===== config.mk =====
export PLATFORM = sky130hd
export DESIGN_NAME = pipe_mux_n_flat
export DESIGN_NICKNAME = d
export VERILOG_FILES = /design/src/rtl/pipe_mux_n_pkg.sv /design/src/rtl/pipe_mux_n_if.sv /design/src/rtl/pipe_mux_n_muxn.sv /design/src/rtl/pipe_mux_n.sv /design/src/flat_wrapper.sv
export SDC_FILE = /design/constraint.sdc
export NUM_CORES = 1
export LEC_CHECK = 0
export BUFFER_PORTS_ARGS = -buffer_cell sky130_fd_sc_hd__buf_2
export CAP_MARGIN = 30
export CORE_ASPECT_RATIO = 1.5
export CORE_MARGIN = 10
export CORE_UTILIZATION = 44
export CTS_CLUSTER_DIAMETER = 60
export DETAILED_ROUTE_END_ITERATION = 10
export PLACE_DENSITY_LB_ADDON = 0.15
export SYNTH_ARGS = -nofsm -noshare
export SYNTH_HDL_FRONTEND = slang
export SYNTH_SLANG_ARGS = --single-unit

===== constraint.sdc =====
create_clock -name clk -period 2.2 [get_ports clk]
set_clock_uncertainty 0.1 [all_clocks]
set_input_delay 0.44 -clock clk [delete_from_list [all_inputs] [get_ports clk]]
set_output_delay 0.44 -clock clk [all_outputs]
set_load 0.005 [all_outputs]

===== src/rtl/pipe_mux_n_pkg.sv =====
// Shared constants for the pipelined N:1 select block: skid-buffer state
// encodings, out-of-range counter width and a saturating increment helper.
package cpu_pkg;

    // Width of the out-of-range beat counter.
    localparam int OOB_W = 8;

    // Skid-buffer occupancy states, kept as plain constants so the encoding
    // is fixed and visible on waveforms.
    localparam logic [1:0] ST_EMPTY = 2'd0;  // no beat buffered
    localparam logic [1:0] ST_ONE   = 2'd1;  // head valid
    localparam logic [1:0] ST_FULL  = 2'd2;  // head and skid valid

    // Counter ceiling.
    localparam logic [OOB_W-1:0] OOB_MAX = '1;

    // Increment that sticks at OOB_MAX instead of wrapping.
    function automatic logic [OOB_W-1:0] sat_inc(input logic [OOB_W-1:0] v);
        logic [OOB_W-1:0] r;
        if (v == OOB_MAX) begin
            r = v;
        end else begin
            r = v + OOB_W'(1);
        end
        return r;
    endfunction

endpackage


===== src/rtl/pipe_mux_n_if.sv =====
// Bundle of the upstream select/valid/ready channel, the downstream
// valid/ready channel and the out-of-range counter for pipe_mux_n.
interface pipe_mux_n_if #(
    parameter int WIDTH = 32,
    parameter int N     = 4,
    parameter int SELW  = 2
) ();
    import cpu_pkg::*;

    logic [N*WIDTH-1:0] in_data;    // packed channels, channel k at [k*WIDTH +: WIDTH]
    logic [SELW-1:0]    in_sel;     // channel select, sampled with in_valid
    logic               in_valid;   // upstream beat present
    logic               in_ready;   // block can take a beat
    logic [WIDTH-1:0]   out_data;   // selected data of head beat
    logic               out_valid;  // head beat present
    logic               out_ready;  // downstream takes head beat
    logic [OOB_W-1:0]   oob_count;  // saturating count of out-of-range beats

    // Side that feeds the block and consumes its output.
    modport master (
        output in_data, in_sel, in_valid, out_ready,
        input  in_ready, out_data, out_valid, oob_count
    );

    // The block itself.
    modport slave (
        input  in_data, in_sel, in_valid, out_ready,
        output in_ready, out_data, out_valid, oob_count
    );

endinterface


===== src/rtl/pipe_mux_n_muxn.sv =====
// Purely combinational N:1 channel select. A select value with no matching
// channel yields all-zero data.
module muxn #(
    parameter int WIDTH = 32,
    parameter int N     = 4,
    parameter int SELW  = 2
) (
    input  logic [N*WIDTH-1:0] i_data,
    input  logic [SELW-1:0]    i_sel,
    output logic [WIDTH-1:0]   o_data
);

    // One masked term per channel; at most one is non-zero.
    logic [WIDTH-1:0] w_term [N];

    genvar gi;
    generate
        for (gi = 0; gi < N; gi++) begin : g_term
            assign w_term[gi] = (i_sel == SELW'(gi)) ? i_data[gi*WIDTH +: WIDTH] : '0;
        end
    endgenerate

    // OR the masked terms together; an out-of-range select matches none.
    always_comb begin
        o_data = '0;
        for (int k = 0; k < N; k++) begin
            o_data = o_data | w_term[k];
        end
    end

endmodule


===== src/rtl/pipe_mux_n.sv =====
// Pipelined N:1 channel select with a two-entry skid buffer (head + skid).
// in_ready comes straight from a flop so the upstream ready path is not
// combinationally tied to out_ready. Out-of-range selects store zero data
// and bump a saturating counter.
module pipe_mux_n
    import cpu_pkg::*;
#(
    parameter int WIDTH = 32,
    parameter int N     = 4,
    parameter int SELW  = 2
) (
    input  logic         clk,
    input  logic         rst,
    pipe_mux_n_if.slave  bus
);

    logic [1:0]       r_state;
    logic [1:0]       w_state_next;
    logic [WIDTH-1:0] r_head;
    logic [WIDTH-1:0] r_skid;
    logic             r_in_ready;
    logic [OOB_W-1:0] r_oob_count;

    logic [WIDTH-1:0] w_sel_data;
    logic             w_oob;
    logic             w_out_valid;
    logic             w_accept;
    logic             w_drain;

    // Channel select for the incoming beat.
    muxn #(
        .WIDTH (WIDTH),
        .N     (N),
        .SELW  (SELW)
    ) u_muxn (
        .i_data (bus.in_data),
        .i_sel  (bus.in_sel),
        .o_data (w_sel_data)
    );

    // Out-of-range detect; with a power-of-two N every select code names
    // a real channel, so the flag is tied off.
    generate
        if ((N & (N - 1)) == 0) begin : g_oob_none
            assign w_oob = 1'b0;
        end else begin : g_oob_cmp
            assign w_oob = (32'(bus.in_sel) >= 32'(N));
        end
    endgenerate

    assign w_out_valid = (r_state != ST_EMPTY);
    assign w_accept    = bus.in_valid && r_in_ready;
    assign w_drain     = w_out_valid && bus.out_ready;

    // Occupancy transitions of the skid buffer.
    always_comb begin
        w_state_next = r_state;
        case (r_state)
            ST_EMPTY: begin
                if (w_accept) begin
                    w_state_next = ST_ONE;
                end
            end
            ST_ONE: begin
                if (w_accept && !w_drain) begin
                    w_state_next = ST_FULL;
                end else if (!w_accept && w_drain) begin
                    w_state_next = ST_EMPTY;
                end
            end
            ST_FULL: begin
                if (w_drain) begin
                    w_state_next = ST_ONE;
                end
            end
            default: begin
                w_state_next = ST_EMPTY;
            end
        endcase
    end

    // State register and registered in_ready, which follows the new state.
    always_ff @(posedge clk or posedge rst) begin
        if (rst) begin
            r_state    <= ST_EMPTY;
            r_in_ready <= 1'b1;
        end else begin
            r_state    <= w_state_next;
            r_in_ready <= (w_state_next != ST_FULL);
        end
    end

    // Head/skid data movement: head always holds the oldest beat.
    always_ff @(posedge clk or posedge rst) begin
        if (rst) begin
            r_head <= '0;
            r_skid <= '0;
        end else begin
            case (r_state)
                ST_EMPTY: begin
                    if (w_accept) begin
                        r_head <= w_sel_data;
                    end
                end
                ST_ONE: begin
                    if (w_accept && w_drain) begin
                        r_head <= w_sel_data;
                    end else if (w_accept) begin
                        r_skid <= w_sel_data;
                    end
                end
                ST_FULL: begin
                    if (w_drain) begin
                        r_head <= r_skid;
                    end
                end
                default: begin
                    r_head <= r_head;
                end
            endcase
        end
    end

    // Saturating count of accepted beats that selected no channel.
    always_ff @(posedge clk or posedge rst) begin
        if (rst) begin
            r_oob_count <= '0;
        end else if (w_accept && w_oob) begin
            r_oob_count <= sat_inc(r_oob_count);
        end
    end

    assign bus.in_ready  = r_in_ready;
    assign bus.out_valid = w_out_valid;
    assign bus.out_data  = r_head;
    assign bus.oob_count = r_oob_count;

endmodule


===== src/flat_wrapper.sv =====
// flat-port wrapper written by rule: the top's interface ports become plain ports
module pipe_mux_n_flat import cpu_pkg::*;
#(
    parameter int WIDTH = 32,
    parameter int N     = 4,
    parameter int SELW  = 2
)
  (clk, rst, bus_in_data, bus_in_sel, bus_in_valid, bus_out_ready, bus_in_ready, bus_out_data, bus_out_valid, bus_oob_count);
  pipe_mux_n_if #(.WIDTH(WIDTH), .N(N), .SELW(SELW)) bus_i ();
  input  logic clk;
  input  logic rst;
  input wire logic [$bits(bus_i.in_data)-1:0] bus_in_data;
  input wire logic [$bits(bus_i.in_sel)-1:0] bus_in_sel;
  input wire logic [$bits(bus_i.in_valid)-1:0] bus_in_valid;
  input wire logic [$bits(bus_i.out_ready)-1:0] bus_out_ready;
  output wire logic [$bits(bus_i.in_ready)-1:0] bus_in_ready;
  output wire logic [$bits(bus_i.out_data)-1:0] bus_out_data;
  output wire logic [$bits(bus_i.out_valid)-1:0] bus_out_valid;
  output wire logic [$bits(bus_i.oob_count)-1:0] bus_oob_count;
  assign bus_i.in_data = bus_in_data;
  assign bus_i.in_sel = bus_in_sel;
  assign bus_i.in_valid = bus_in_valid;
  assign bus_i.out_ready = bus_out_ready;
  assign bus_in_ready = bus_i.in_ready;
  assign bus_out_data = bus_i.out_data;
  assign bus_out_valid = bus_i.out_valid;
  assign bus_oob_count = bus_i.oob_count;
  pipe_mux_n #(.WIDTH(WIDTH), .N(N), .SELW(SELW)) u_core (.clk(clk), .rst(rst), .bus(bus_i));
endmodule

==> flow_metrics.env <==
export IMPL_seq_area_frac_synth_pct=39.1
export IMPL_clk_latency_ns=0.32
export IMPL_ys_types=25
export IMPL_ant_nets=0
export IMPL_finalSetupViolCount=0
export IMPL_clockBufferDepth=2
export IMPL_portBuffers=167
export IMPL_fmax_ghz=0.529
export IMPL_antenna_found_initial=0
export IMPL_synth_cell_area_sq_mm=0.00429
export IMPL_multi_input_area_sq_mm=0.00242
export IMPL_leakagePower_uw=0.00272
export IMPL_die_w_um=101
export IMPL_drt_first_pass_iters=4
export IMPL_gr_total_overflow=0
export IMPL_synth_top_area_cell="dfrtp_1"
export IMPL_drt_iter0_drc=91
export IMPL_synth_top_area_share_pct=38.5
export IMPL_die_height_um=141
export IMPL_dieArea_sq_mm=0.0142
export IMPL_core_area_sq_mm=0.00963
export IMPL_hold_depth=2
export IMPL_worst_r2r_cell_count=4
export IMPL_h_tree_depth=3
export IMPL_async_flop_share_pct=100
export IMPL_finalCritPeriodShare_pct=86.0
export IMPL_drv_slew=0
export IMPL_crit_type="flip-flop to flip-flop"
export IMPL_yosysWarningCount=0
export IMPL_vias=3327
export IMPL_root_buffer="clkbuf_16"
export IMPL_routed_via_density=5.30
export IMPL_place_area_sq_mm=0.00524
export IMPL_ys_seq_elements=67
export IMPL_antenna_cells=0
export IMPL_ioPinCount=176
export IMPL_crit_path_end_kind="flip-flop"
export IMPL_rsz0062_at_grt="no"
export IMPL_synthCells=345
export IMPL_dp_hpwl_um=8840
export IMPL_run_status="completed"
export IMPL_gp_congestion=0.735
export IMPL_synthTopCellsByArea="dfrtp_1, mux2i_1, mux2_2"
export IMPL_clock_sinks=67
export IMPL_hold_violations=0
export IMPL_yosysMostFrequentCell="mux2i_1"
export IMPL_startpoint_type="flip-flop"
export IMPL_finalNetCount=642
export IMPL_globalRouteTotalUtil_pct=16.1
export IMPL_design_area_sq_mm=0.00553
export IMPL_worstPathRequired_ns=2.31
export IMPL_cts_buffers=9
export IMPL_wl_per_cell_um=18.3
export IMPL_drv_cap=0
export IMPL_grt_pass1_vias=3732
export IMPL_relSlewSlack_pct=61.6
export IMPL_worstHoldPathType="input pin to flip-flop"
export IMPL_rows=44
export IMPL_start_util_pct=44.6
export IMPL_fillCellCount=827
export IMPL_grt_max_degree=39
export IMPL_final_setup_tns_ns=0
export IMPL_drive_gt1_share_pct=57.3
export IMPL_ff_latch_area_sq_mm=0.00168
export IMPL_synth_commonest_cells="mux2i_1, dfrtp_1, mux2_2"
export IMPL_wirelength_um=11500
export IMPL_fin_crit_ns=1.89
export IMPL_p_per_area_mw_per_mm2=1010
export IMPL_synth_edff_count=0
export IMPL_area_growth_pct=28.7
export IMPL_drc=0
export IMPL_worst_slew_pin_slew_ns=0.576
export IMPL_vdd_ir_drop_max_v=0.000566
export IMPL_cts_clk_slew_worst_paths_ns=0.05
export IMPL_syn_avg_cell_area_sq_um=12.4
export IMPL_cts_tree="done"
export IMPL_crit_fanout=32
export IMPL_post_cts_setup_buffer_count=0
export IMPL_grt_pass1_wl_um=18800
export IMPL_synth_main_ff_cell="dfrtp_1"
export IMPL_crit_arrival_ns=2.00
flip-flops by register name (all words and copies together), names as in the netlist:
name / cells
u_core.bus.in_ready: 1
u_core.bus.out_data: 32
u_core.r_skid: 32
u_core.r_state: 2
layer usage:
metal | part of all wire (%) | track usage (%) | vias up
met4 | 0.92 | 4.70 | 0
met1 | 41 | 18.6 | 1612
met3 | 7.3 | 4.99 | 6
li1 | - | - | 1607
met5 | 0 | 0 | -
met2 | 51 | 27.5 | 102
stage by stage:
stage,instances,hold slack [ns],utilization [%],total power [uW],worst slack [ns]
after floorplan,352,0.380,-,3560,0.510
after global placement,611,0.316,54.4,4300,0.297
after detailed placement,611,0.317,54.4,4370,0.270
after CTS,628,0.326,57.4,5700,0.263
after global routing,628,0.357,57.4,6000,0.149
final,628,0.342,57.4,5610,0.309
what timing repair did:
item / CTS / global route
hold endpoints to repair: 9 / 0
hold buffers: 1 / 0
resized for setup: 0 / 0
final timing paths:
path | slack, ns | start | endpoint
setup / recovery | 0.31 | u_core.r_state[0] | u_core.bus.out_data[14]
min in group asynchronous | 0.53 | rst | u_core.r_skid[27]
max in group asynchronous | 0.97 | rst | u_core.bus.in_ready
hold reg to reg | 0.40 | u_core.bus.out_data[11] | u_core.bus.out_data[11]
hold / removal | 0.34 | bus_out_ready | u_core.r_state[1]
setup reg to reg | 0.31 | u_core.r_state[0] | u_core.bus.out_data[14]
cell type report:
class | count | share of cell area (%)
flip-flops and latches | 67 | 30.4
clock inverters | 2 | 0.181
inverters | 1 | 0.136
repair buffers | 181 | 18.2
well taps | 115 | 2.60
clock buffers | 14 | 4.78
multi-input cells | 248 | 43.7
cell families after synthesis:
logic type,after synthesis,synth area share [%]
flops,67,39.1
mux,160,39.2
simple gates,42,4.34
buf+inv,37,5.59
compound gates,38,11.7
other cells,1,0.0873
worst max-delay path: stages, from the launching register on:
cell	delay, ns
dfrtp_1	0.38
nand2b_2	0.27
and2_4	0.56
a221oi_1	0.15
mux2_2	0.29
where the power goes:
part	internal, uW	total (uW)	leakage (uW)	switching, uW
sequential	1860	2160	0.000780	300
clock	821	1310	0.000137	486
combinational	1220	2140	0.00180	920
placed cells by master (no fill, tap or decap):
| cell type | Yosys | routed |
|---|---|---|
| dfrtp_1 | 66 | 66 |
| clkinvlp_4 | 0 | 1 |
| nand2_1 | 2 | 2 |
| or2_2 | 1 | 1 |
| mux2_2 | 64 | 64 |
| nor2_1 | 33 | 33 |
| nand3b_1 | 2 | 2 |
| clkbuf_16 | 0 | 9 |
| a221oi_1 | 2 | 2 |
| a21oi_1 | 2 | 1 |
| o21bai_1 | 1 | 1 |
| a221oi_2 | 30 | 30 |
| and2_4 | 1 | 1 |
| o21a_1 | 1 | 1 |
| clkbuf_8 | 0 | 2 |
| dfstp_2 | 1 | 1 |
| and2b_4 | 1 | 1 |
| conb_1 | 1 | 8 |
| clkbuf_1 | 4 | 3 |
| buf_4 | 12 | 9 |
| o21ai_0 | 1 | 1 |
| dlygate4sd3_1 | 0 | 1 |
| a31oi_1 | 1 | 1 |
| buf_12 | 0 | 5 |
| clkinv_2 | 0 | 2 |
| buf_2 | 15 | 166 |
| a21oi_4 | 0 | 1 |
| nand2b_2 | 0 | 1 |
| mux2i_1 | 96 | 96 |
| and3b_1 | 1 | 1 |
(Power assumes the default switching activity.)
